**config.mk**
```make
export PLATFORM = sky130hd
export DESIGN_NAME = lif_stimulus_driver
export DESIGN_NICKNAME = d
export VERILOG_FILES = /design/src/rtl/lif_pkg.sv /design/src/rtl/lif_chunk_mux.sv /design/src/rtl/lif_stimulus_driver.sv
export SDC_FILE = /design/constraint.sdc
export NUM_CORES = 1
export LEC_CHECK = 0
export BUFFER_PORTS_ARGS = -buffer_cell sky130_fd_sc_hd__clkbuf_2
export CAP_MARGIN = 5
export CELL_PAD_IN_SITES_DETAIL_PLACEMENT = 0
export CELL_PAD_IN_SITES_GLOBAL_PLACEMENT = 1
export CORE_UTILIZATION = 41
export DETAILED_ROUTE_END_ITERATION = 8
export GPL_TIMING_DRIVEN = 0
export PLACE_DENSITY_LB_ADDON = 0.1
export SLEW_MARGIN = 20
export SYNTH_ARGS = -nofsm -noshare
export SYNTH_HDL_FRONTEND = slang
export SYNTH_SLANG_ARGS = --single-unit
```
**constraint.sdc**
```tcl
create_clock -name clk -period 2.3 [get_ports clk]
set_input_delay 0.115 -clock clk [delete_from_list [all_inputs] [get_ports clk]]
set_output_delay 0.115 -clock clk [all_outputs]
set_load 0.02 [all_outputs]
```
**src/rtl/lif_pkg.sv**
```systemverilog
// Shared definitions for the LIF neuron stimulus driver: FSM states,
// neuron mode-pin encodings and the chunk-count helper.
package lif_pkg;

  typedef enum logic [2:0] {
    IDLE,
    LOAD_W,
    LOAD_I,
    RUN,
    DONE
  } state_t;

  // nrn_uio encodings: bit0 selects the weight register, bit1 selects run mode
  localparam logic [1:0] UIO_LOAD_I = 2'b00;
  localparam logic [1:0] UIO_LOAD_W = 2'b01;
  localparam logic [1:0] UIO_RUN    = 2'b10;

  // Number of 8-bit bus transfers needed to load one INPUTS-wide vector
  function automatic int calc_nch(input int inputs);
    return (inputs < 8) ? 1 : inputs / 8;
  endfunction

endpackage

```
**src/rtl/lif_chunk_mux.sv**
```systemverilog
// Picks byte k of a vector for the neuron data bus. Byte 0 is the most
// significant byte because the neuron shifts its register left by 8 on
// every load. Vectors narrower than 8 bits are zero-padded on the left.
module lif_chunk_mux
  import lif_pkg::*;
#(
  parameter int INPUTS = 4,
  parameter int K_W    = 1
) (
  input  logic [INPUTS-1:0] vec,
  input  logic [K_W-1:0]    k,
  output logic [7:0]        chunk
);

  localparam int NCH = calc_nch(INPUTS);

  logic [NCH*8-1:0] padded;

  // zero-pad the vector to whole bytes and select byte k counting from the top
  always_comb begin
    padded             = '0;
    padded[INPUTS-1:0] = vec;
    chunk              = '0;
    for (int i = 0; i < NCH; i++) begin
      if (k == K_W'(i)) chunk = padded[(NCH-1-i)*8 +: 8];
    end
  end

endmodule

```
**src/rtl/lif_stimulus_driver.sv**
```systemverilog
// Host-side transmitter for the LIF neuron load/run pin protocol.
// Takes one command (weights, inputs, run length), loads the neuron
// MSB byte first, runs it for the requested cycles, counts spikes with
// saturation and hands the count back over a valid/ready handshake.
// Optional feature: define LIF_DRV_SPIKE_TRACE_EN to add res_trace[7:0],
// a shift register of the last eight RUN spike samples (LSB newest).
module lif_stimulus_driver
  import lif_pkg::*;
#(
  parameter int N_STAGES = 2,
  parameter int RUN_W    = 8,
  parameter int CNT_W    = 8
) (
  input  logic                   clk,
  input  logic                   rst_n,
  input  logic                   cmd_valid,
  output logic                   cmd_ready,
  input  logic [2**N_STAGES-1:0] cmd_weights,
  input  logic [2**N_STAGES-1:0] cmd_inputs,
  input  logic [RUN_W-1:0]       cmd_cycles,
  output logic                   res_valid,
  input  logic                   res_ready,
  output logic [CNT_W-1:0]       res_count,
  output logic [7:0]             nrn_ui,
  output logic [1:0]             nrn_uio,
  input  logic                   nrn_spike
`ifdef LIF_DRV_SPIKE_TRACE_EN
  ,
  output logic [7:0]             res_trace
`endif
);

  localparam int INPUTS = 2**N_STAGES;
  localparam int NCH    = calc_nch(INPUTS);
  localparam int K_W    = (NCH > 1) ? $clog2(NCH) : 1;
  localparam logic [K_W-1:0] K_LAST = K_W'(NCH - 1);

  state_t            state, state_nxt;
  logic [INPUTS-1:0] w_q, i_q;
  logic [RUN_W-1:0]  rem_q;
  logic [K_W-1:0]    k_q;
  logic [CNT_W-1:0]  cnt_q;
  logic              accept;
  logic [INPUTS-1:0] mux_vec;
  logic [7:0]        mux_chunk;

  assign accept    = cmd_valid && (state == IDLE);
  assign mux_vec   = (state == LOAD_W) ? w_q : i_q;
  assign res_count = cnt_q;

  lif_chunk_mux #(
    .INPUTS (INPUTS),
    .K_W    (K_W)
  ) u_chunk_mux (
    .vec   (mux_vec),
    .k     (k_q),
    .chunk (mux_chunk)
  );

  // state register
  always_ff @(posedge clk or negedge rst_n) begin
    if (!rst_n) state <= IDLE;
    else        state <= state_nxt;
  end

  // next-state logic and outputs decoded from the registered state
  always_comb begin
    state_nxt = state;
    cmd_ready = 1'b0;
    res_valid = 1'b0;
    nrn_uio   = UIO_LOAD_I;
    nrn_ui    = '0;
    case (state)
      IDLE: begin
        cmd_ready = 1'b1;
        if (cmd_valid) state_nxt = LOAD_W;
      end
      LOAD_W: begin
        nrn_uio = UIO_LOAD_W;
        nrn_ui  = mux_chunk;
        if (k_q == K_LAST) state_nxt = LOAD_I;
      end
      LOAD_I: begin
        nrn_ui = mux_chunk;
        if (k_q == K_LAST) state_nxt = (rem_q == '0) ? DONE : RUN;
      end
      RUN: begin
        nrn_uio = UIO_RUN;
        if (rem_q == RUN_W'(1)) state_nxt = DONE;
      end
      DONE: begin
        res_valid = 1'b1;
        if (res_ready) state_nxt = IDLE;
      end
      default: state_nxt = IDLE;
    endcase
  end

  // command latch, chunk index, run countdown and saturating spike counter
  always_ff @(posedge clk or negedge rst_n) begin
    if (!rst_n) begin
      w_q   <= '0;
      i_q   <= '0;
      rem_q <= '0;
      k_q   <= '0;
      cnt_q <= '0;
    end else if (accept) begin
      w_q   <= cmd_weights;
      i_q   <= cmd_inputs;
      rem_q <= cmd_cycles;
      k_q   <= '0;
      cnt_q <= '0;
    end else begin
      case (state)
        LOAD_W, LOAD_I: k_q <= (k_q == K_LAST) ? '0 : k_q + 1'b1;
        RUN: begin
          rem_q <= rem_q - 1'b1;
          if (nrn_spike && (cnt_q != '1)) cnt_q <= cnt_q + 1'b1;
        end
        default: ;
      endcase
    end
  end

`ifdef LIF_DRV_SPIKE_TRACE_EN
  logic [7:0] trace_q;

  // spike history of the current run, newest sample in the LSB
  always_ff @(posedge clk or negedge rst_n) begin
    if (!rst_n)            trace_q <= '0;
    else if (accept)       trace_q <= '0;
    else if (state == RUN) trace_q <= {trace_q[6:0], nrn_spike};
  end

  assign res_trace = trace_q;
`endif

endmodule

```
==> results of run 1 <==
-- cell usage in the layout (no fill, tap or decap), drive strengths merged, types with 3 or more instances in the layout --
| master | count |
|---|---|
| nor2 | 13 |
| nand3 | 7 |
| ha | 3 |
| inv | 6 |
| buf | 9 |
| a22oi | 4 |
| a21oi | 5 |
| mux2i | 3 |
| nor3b | 4 |
| conb | 4 |
| dlygate4sd3 | 13 |
| clkbuf | 40 |
| xnor2 | 4 |
| o21ai | 8 |
| nor3 | 7 |
| dfrtp | 27 |
| nand2 | 35 |
-- per-stage QoR --
| step | std cells | setup slack (ns) | hold WS, ns | area (µm²) |
|---|---|---|---|---|
| 2_1_floorplan | 165 | 0.508 | -0.181 | 1470 |
| 3_3_place_gp | 247 | 0.735 | 0.184 | 1710 |
| 3_5_place_dp | 247 | 0.688 | 0.178 | 1710 |
| 4_1_cts | 264 | 0.458 | 0.00329 | 1870 |
| 5_1_grt | 264 | 0.328 | 0.00298 | 1870 |
| 6_report | 264 | 0.447 | 0.00591 | 1870 |
-- per-layer routing --
layer | part of all wire | wire, µm | up-vias
li1 | - | - | 671
met1 | 0.49 | 1550 | 603
met5 | 0 | 0 | -
met2 | 0.46 | 1440 | 35
met3 | 0.043 | 136 | 4
met4 | 0.0085 | 27 | 0
-- registers in the layout, summed over array words and instances (netlist names) --
register   flops
res_count      8
state          3
rem_q          8
w_q            4
i_q            4
-- logic make-up (layout without fill, tap and decap cells) --
group,count (synthesis),after routing,synth area share
AO/OA/AOI/OAI,28,28,0.132
AND/OR/NAND/NOR,79,79,0.267
buffers and inverters,16,69,0.0592
other,1,4,0.00257
XOR/XNOR,5,5,0.0300
multiplexers,3,3,0.0206
adder cells (fa/ha/maj),3,3,0.0257
flip-flops,27,27,0.463
-- worst max-delay path, stage by stage, from the launching register on --
cell and delay, ns:
dfrtp_1 0.46, buf_4 0.19, nor2_1 0.32, a22oi_1 0.15
nor2_1 0.11, clkbuf_2 0.18
-- final timing paths --
path | from | endpoint | slack (ns) | cells after the start
worst max-delay path | state[0]$_DFFE_PN0P_ | nrn_ui[2] | 0.45 | 5
worst min-delay path | cmd_cycles[0] | rem_q[0]$_DFFE_PN0P_ | 0.006 | 2
worst max register to register | rem_q[0]$_DFFE_PN0P_ | rem_q[6]$_DFFE_PN0P_ | 0.72 | 6
worst min register to register | w_q[0]$_DFFE_PN0P_ | w_q[0]$_DFFE_PN0P_ | 0.49 | 2
max in group asynchronous | rst_n | res_count[3]$_DFFE_PN0P_ | 1.52 | 2
min in group asynchronous | rst_n | rem_q[1]$_DFFE_PN0P_ | 0.34 | 2
-- power by group through the flow --
stage / sequential, W / combinational, W / clock, W
after global routing: 0.000872 / 0.00110 / 0.000233
after floorplan: 0.000846 / 0.000679 / 0
after detailed placement: 0.000852 / 0.000953 / 0
after global placement: 0.000842 / 0.000935 / 0
final: 0.000842 / 0.000968 / 0.000206
after CTS: 0.000841 / 0.000978 / 0.000212
-- layout make-up --
class	instances	area (µm²)
Timing Repair Buffer	49	310
Sequential cell	27	676
Multi-Input combinational cell	122	708
Inverter	6	22.5
Buffer	10	63.8
Fill cell	359	1500
Tap cell	46	57.6
Clock buffer	3	22.5
Clock inverter	1	5.00
-- Yosys cell counts (3+ instances only) --
cell     number
nor3b_1       4
buf_4         6
inv_1         6
mux2i_1       3
nand3_1       7
ha_1          3
a22oi_1       4
o21ai_0       6
a21oi_1       5
nor2_1       13
nor3_1        7
nand2_1      35
dfrtp_1      27
buf_2         3
xnor2_1       4
==> results_dict.tcl, run 1 <==
set metrics [dict create \
    finalMaxSlewViolations 0 \
    synthCells 162 \
    grt_util_all_layers 0.184 \
    grt_max_degree 28 \
    leakage_nw 0.891 \
    clk_pin_slew_ns 0.15 \
    p_seq_frac 0.418 \
    synth_edf_count 0 \
    internal_power_w 0.00113 \
    rsz0062_at_grt "no" \
    fmax_ghz 0.540 \
    via_per_inst 4.97 \
    worstMarginPinSlew_ns 0.677 \
    port_buffers 36 \
    nets 243 \
    status "finished clean" \
    ys_seq_area_frac 0.463 \
    cts_max_path_buffers 2 \
    p_per_area_mw_per_mm2 1080 \
    grt-busiest-layer "met2" \
    critPathKind "reg2out" \
    n_antenna_cell 0 \
    yosysWarnings 0 \
    cts_tree "yes" \
    worstPathRequired_ns 2.18 \
    ant_nets 0 \
    yosysTopAreaCell "dfrtp_1" \
    die-area_mm2 0.00380 \
    p_total_w 0.00202 \
    wl_um 3160 \
    syn_to_final_growth_pct 27.9 \
    overflow 0 \
    fin_crit_ns 1.85 \
    hold_viol 0 \
    clock_skew_ns 0.00800 \
    p_sw_w 0.000891 \
    numCtsBuffers 3 \
    synth_area_per_cell_um2 9.01 \
    fin_setup_tns_ns 0 \
    wl_per_cell_um 12.0 \
    startpoint_type "flop" \
    io_pins 41 \
    synth_top_flop_cell "dfrtp_1" \
    grt_antenna_before_repair 0 \
    clock-sinks 27 \
    initial_core_util 0.434 \
    use_met3 0.0252 \
    period_share 0.806 \
    insertion_delay_ns 0.33 \
    maxSlewHeadroom 0.549 \
    async_flop_share 1.00 \
    htree_levels 1 \
    final_util 0.555 \
    min_path_type "in2reg" \
    mappedNetlistArea_mm2 0.00146 \
    swShare 0.442 \
    power_frac_comb 0.480 \
    critPathArrivalTime_ns 1.74 \
    drtIter0Drc 49 \
    drt-pass1-iter-count 4 \
    drive_gt1_frac 0.234 \
    grt_pass1_wl_um 5100 \
    pwr-share-clk 0.102 \
    root_buffer "clkbuf_4" \
    synth_cell_types 37 \
    postCtsSetupBuffers 0 \
    cts_resized 0 \
    met2_usage 0.307 \
    drc 0 \
    die_w_um 61.7 \
    die_h_um 61.7 \
    std_cell_rows 21 \
    core-area_mm2 0.00336 \
    cap_violations 0 \
    vias 1313 \
    finalSetupViolations 0 \
    grt_pass1_vias 1177 \
    peakVddDrop_uv 524 \
    synth-seq-cells 27 \
    gp_congestion 0.805 \
    ctsHoldBuffers 13 \
    grt_use_met1 0.246 \
    synthTopCellsByArea "dfrtp_1 (46%), nand2_1 (9.0%), nor2_1 (3.3%)" \
    worst-path-max-fanout 10 \
    endpoint_kind "output pin" \
    synth_top_area_share 0.463 \
    dpl.hpwl_um 2270 \
]
(Power assumes the default switching activity.)
==> run 2, diff against run 1 <==
Settings changed: CORE_UTILIZATION 41 to 34.
Clock period 2.3 ns to 1.55 ns, I/O delays scaled along.
==> run 2 against run 1 <==
Net effect:
- the flow now finishes with violations (hold timing)
- final area rose by 12%
- utilization decreased by 3.8 points
- clock skew rose by 0.00089 ns
- power rose by 80%
- register-to-register slack got worse by 0.67 ns
- sequential power rose by 48%
- largest cell class unchanged
- largest power group unchanged
==> results_dict.tcl, run 2 (synthesized netlist as in run 1, its figures left out) <==
set metrics [dict create \
    swShare 0.417 \
    die_h_um 67.5 \
    leakage_nw 0.992 \
    fillers 397 \
    dpl.hpwl_um 2440 \
    syn_to_final_growth_pct 43.7 \
    grt_util_all_layers 0.173 \
    core-area_mm2 0.00406 \
    max_stage_delay_ns 0.40 \
    worst-path-max-fanout 7 \
    maxSlewHeadroom 0.531 \
    worstMarginPinSlew_ns 0.703 \
    grt_pass1_wl_um 5800 \
    drive_gt1_frac 0.361 \
    grt_use_met1 0.225 \
    grt_pass1_vias 1262 \
    final_common_cell "nand2_1" \
    cp_slowest_cell "dfrtp_1" \
    root_buffer "clkbuf_8" \
    critPathArrivalTime_ns 1.66 \
    worstPathRequired_ns 1.71 \
    met2_usage 0.288 \
    htree_levels 1 \
    p_per_area_mw_per_mm2 1730 \
    r2r-start "state[1]$_DFFE_PN0P_" \
    hold_start "cmd_inputs[0]" \
    worstPathCellList "buf_6 > nor4b_4 > buf_4 > nor2_1 > a221o_1" \
    io_pins 41 \
    use_met3 0.0304 \
    final_util 0.517 \
    min_path_type "in2reg" \
    crit_buf_inv 2 \
    violations "hold timing" \
    drtIter0Drc 34 \
    die-area_mm2 0.00456 \
    clock_skew_ns 0.00889 \
    crit_family "flip-flops" \
    clock-sinks 27 \
    final_area_mm2 0.00210 \
    overflow 0 \
    layout_common_cells "nand2_1 (35), clkbuf_2 (33), buf_4 (27)" \
    numCtsBuffers 3 \
    r2r_cells 5 \
    holdWs_ns -0.00488 \
    wl_per_cell_um 13.4 \
    hold_viol 1 \
    cts_tree "yes" \
    port_buffers 36 \
    critPathKind "reg2reg" \
    cts_max_path_buffers 2 \
    finalMaxSlewViolations 0 \
    n_antenna_cell 0 \
    reg2reg_slack_ns 0.05 \
    fin_crit_ns 1.50 \
    wl_um 3800 \
    stdcell_count 283 \
    postPlaceCellArea_mm2 0.00172 \
    startpoint_type "flop" \
    p_seq_frac 0.343 \
    std_cell_rows 23 \
    die_w_um 67.5 \
    internal_power_w 0.00212 \
    grt-busiest-layer "met2" \
    pwr-share-clk 0.114 \
    p_sw_w 0.00152 \
    endpoint_kind "flop" \
    fin_setup_tns_ns 0 \
    status "finished, violations left" \
    hold_depth 3 \
    peakVddDrop_uv 664 \
    vias 1401 \
    insertion_delay_ns 0.28 \
    power_frac_comb 0.543 \
    grt_max_degree 28 \
    initial_core_util 0.360 \
    finalSetupViolations 0 \
    rsz0062_at_grt "yes" \
    dp_cells 251 \
    ant_nets 0 \
    grt_antenna_before_repair 0 \
    drc 0 \
    cap_violations 0 \
    nets 258 \
    min_to "i_q[0]$_DFFE_PN0P_" \
    period_share 0.967 \
    r2r-end "rem_q[1]$_DFFE_PN0P_" \
    drt-pass1-iter-count 4 \
    via_per_inst 4.95 \
    fmax_ghz 0.667 \
    clk_pin_slew_ns 0.10 \
    gp_congestion 0.837 \
]
## run 2: cell count changes in the layout (fill, tap and decap cells not counted), sizes merged
| cell | previous run | this run |
|---|---|---|
| buf | 9 | 31 |
| clkbuf | 40 | 36 |
| dlygate4sd3 | 13 | 9 |
| o21bai | 1 | 2 |
## run 2: area by class of cell
type / instances / area, µm² / share of cell area
Clock inverter: 1 / 5.00 / 0.00239
Sequential cell: 27 / 678 / 0.323
Timing Repair Buffer: 63 / 428 / 0.204
Inverter: 6 / 22.5 / 0.0107
Multi-Input combinational cell: 123 / 788 / 0.376
Clock buffer: 3 / 41.3 / 0.0197
Buffer: 10 / 71.3 / 0.0340
Tap cell: 50 / 62.6 / 0.0298
## run 2: metal layers
| layer | vias up | part of all wire |
|---|---|---|
| met1 | 663 | 0.47 |
| met5 | - | 0 |
| li1 | 704 | - |
| met4 | 0 | 0.0066 |
| met3 | 2 | 0.043 |
| met2 | 32 | 0.48 |
## run 2: metrics by stage
stage,hold WS [ns],power [W],setup slack [ns]
CTS,0.00000561,0.00327,0.00338
floorplan,-0.218,0.00229,0.0360
detailed placement,0.166,0.00271,-0.129
global route,0.00164,0.00389,-0.0296
global placement,0.150,0.00267,-0.0571
finish,-0.00488,0.00364,0.0505
## run 2: worst min-delay path, stage by stage
cell	delay, ns
clkbuf_2	0.07
nand2_1	0.04
nand2_1	0.05
## run 2: timing repair
item | 4_1_cts | 5_1_grt
hold endpoints to repair | 35 | 0
pin swaps | 1 | 5
hold buffers | 9 | 0
gates cloned | 0 | 1
setup endpoints to repair | 28 | 20
setup buffers | 5 | 13
gates resized for setup | 8 | 22
## run 2: worst max path at each step
stage	start	end	slack (ns)	cells past startpoint
3_5_place_dp	state[1]$_DFFE_PN0P_	rem_q[0]$_DFFE_PN0P_	-0.13	4
2_1_floorplan	res_count[0]$_DFFE_PN0P_	res_count[3]$_DFFE_PN0P_	0.04	5
5_1_grt	state[1]$_DFFE_PN0P_	nrn_ui[0]	-0.03	6
3_3_place_gp	state[1]$_DFFE_PN0P_	rem_q[0]$_DFFE_PN0P_	-0.06	4
6_report	state[1]$_DFFE_PN0P_	rem_q[1]$_DFFE_PN0P_	0.05	5
4_1_cts	state[2]$_DFFE_PN0P_	res_count[3]$_DFFE_PN0P_	0.003	4
## run 2: power groups by stage
stage | registers [W] | clock network (W) | logic, W
after floorplan | 0.00126 | 0 | 0.00103
after global placement | 0.00126 | 0 | 0.00142
after detailed placement | 0.00127 | 0 | 0.00145
after CTS | 0.00124 | 0.000425 | 0.00161
after global routing | 0.00128 | 0.000455 | 0.00215
final | 0.00125 | 0.000415 | 0.00197
==> run 3, diff against run 2 <==
Settings changed: SETUP_SLACK_MARGIN from default to 0.4.
==> run 3 against run 2 <==
Net effect:
- the run still ends with hold timing left
- via count grew 4.9%
- clock skew shrank 0.0061 ns
- setup slack lost 0.0051 ns
- global-route usage grew 2.2 points
- critical endpoint is now res_count[3]$_DFFE_PN0P_
==> results_dict.tcl, run 3 (synthesized netlist as in run 1, its figures left out) <==
set metrics [dict create \
    grt_util_all_layers 0.195 \
    std_cell_rows 23 \
    drc 0 \
    holdWs_ns -0.00248 \
    htree_levels 1 \
    wl_um 4200 \
    rsz0062_at_grt "yes" \
    insertion_delay_ns 0.27 \
    clock-sinks 27 \
    ant_nets 0 \
    die_w_um 67.5 \
    drtIter0Drc 77 \
    min_path_type "in2reg" \
    grt_pass1_wl_um 6620 \
    postPlaceCellArea_mm2 0.00181 \
    wl_per_cell_um 14.5 \
    peakVddDrop_uv 758 \
    finalMaxSlewViolations 0 \
    syn_to_final_growth_pct 65.3 \
    p_per_area_mw_per_mm2 1790 \
    worstMarginPinSlew_ns 0.693 \
    clock_skew_ns 0.00283 \
    maxSlewHeadroom 0.538 \
    dpl.hpwl_um 2500 \
    fin_setup_tns_ns 0 \
    nets 265 \
    n_antenna_cell 0 \
    numCtsBuffers 3 \
    gp_congestion 0.804 \
    violations "hold timing" \
    grt_pass1_vias 1455 \
    startpoint_type "flop" \
    endpoint_kind "flop" \
    fin_crit_ns 1.50 \
    drive_gt1_frac 0.563 \
    overflow 0 \
    via_per_inst 5.07 \
    leakage_nw 1.06 \
    cap_violations 0 \
    hold_viol 1 \
    io_pins 41 \
    die_h_um 67.5 \
    critPathArrivalTime_ns 1.71 \
    status "finished, violations left" \
    grt_max_degree 28 \
    cts_tree "yes" \
    clk_pin_slew_ns 0.10 \
    worstPathRequired_ns 1.75 \
    final.setup.worst_slack_ns 0.0454 \
    dp_slack_ns -0.0517 \
    period_share 0.971 \
    vias 1470 \
    grt_antenna_before_repair 0 \
    critPathKind "reg2reg" \
    core-area_mm2 0.00406 \
    drt-pass1-iter-count 6 \
    layout_common_cells "buf_4 (28), clkbuf_2 (28), nand2_1 (26)" \
    die-area_mm2 0.00456 \
    final_area_mm2 0.00241 \
    port_buffers 36 \
    root_buffer "clkbuf_8" \
    fmax_ghz 0.665 \
    cts_max_path_buffers 2 \
    initial_core_util 0.360 \
    finalSetupViolations 0 \
    worst-path-max-fanout 6 \
]
[run 3: cell count changes in the layout (fill, tap and decap cells not counted), sizes merged]
cell and change:
buf +13, clkbuf -3, dlygate4sd3 -3
[run 3: layer usage]
| layer | global-route usage | wire, µm |
|---|---|---|
| met2 | 0.333 | 2020 |
| met1 | 0.259 | 2000 |
| met5 | 0 | 0 |
| met3 | 0.0287 | 165 |
| met4 | 0.0399 | 20 |
[run 3: worst max-delay path: stages (launching register included)]
cell and delay [ns]:
dfrtp_2 0.45, nand4b_1 0.27, o21bai_4 0.27, or3_1 0.33
a21oi_2 0.12
[run 3: final timing paths]
kind,from,endpoint,slack [ns],cells after the start
setup / recovery,state[2]$_DFFE_PN0P_,res_count[3]$_DFFE_PN0P_,0.05,4
hold / removal,cmd_inputs[2],i_q[2]$_DFFE_PN0P_,-0.002,3
setup reg to reg,state[2]$_DFFE_PN0P_,res_count[3]$_DFFE_PN0P_,0.05,4
hold reg to reg,w_q[3]$_DFFE_PN0P_,w_q[3]$_DFFE_PN0P_,0.50,2
max in group asynchronous,rst_n,rem_q[6]$_DFFE_PN0P_,0.69,2
min in group asynchronous,rst_n,rem_q[2]$_DFFE_PN0P_,0.37,2
[run 3: cell type report]
class / instances / area, µm²
tap: 50 / 62.6
buffer: 10 / 104
sequential: 27 / 688
clock buffer: 3 / 41.3
clock inverter: 1 / 5.00
inverter: 6 / 22.5
multi-input combinational: 123 / 957
timing repair buffer: 70 / 531
fill: 350 / 1650
[run 3: timing repair]
| action | in CTS | in global routing |
|---|---|---|
| hold endpoints to repair | 32 | 0 |
| gates resized for setup | 44 | 38 |
| setup endpoints to repair | 35 | 35 |
| pin swaps | 19 | 11 |
| hold buffers | 6 | 0 |
| setup buffers | 18 | 8 |
| gates cloned | 1 | 2 |
[run 3: stage by stage]
| stage | total power [W] | hold slack, ns | std cells | util |
|---|---|---|---|---|
| after floorplan | 0.00243 | -0.218 | 165 | - |
| after detailed placement | 0.00286 | 0.163 | 251 | 0.446 |
| after CTS | 0.00388 | 0.0000127 | 280 | 0.547 |
| after global placement | 0.00283 | 0.165 | 251 | 0.446 |
| final | 0.00433 | -0.00248 | 290 | 0.594 |
| after global routing | 0.00467 | 0.0145 | 290 | 0.594 |
[run 3: report_power, final]
part,leakage (nW),internal [W],total (W),switching [W]
clock network,0.0255,0.000180,0.000402,0.000222
logic,0.707,0.00132,0.00258,0.00126
registers,0.326,0.00101,0.00135,0.000340
total,1.06,0.00250,0.00433,0.00182
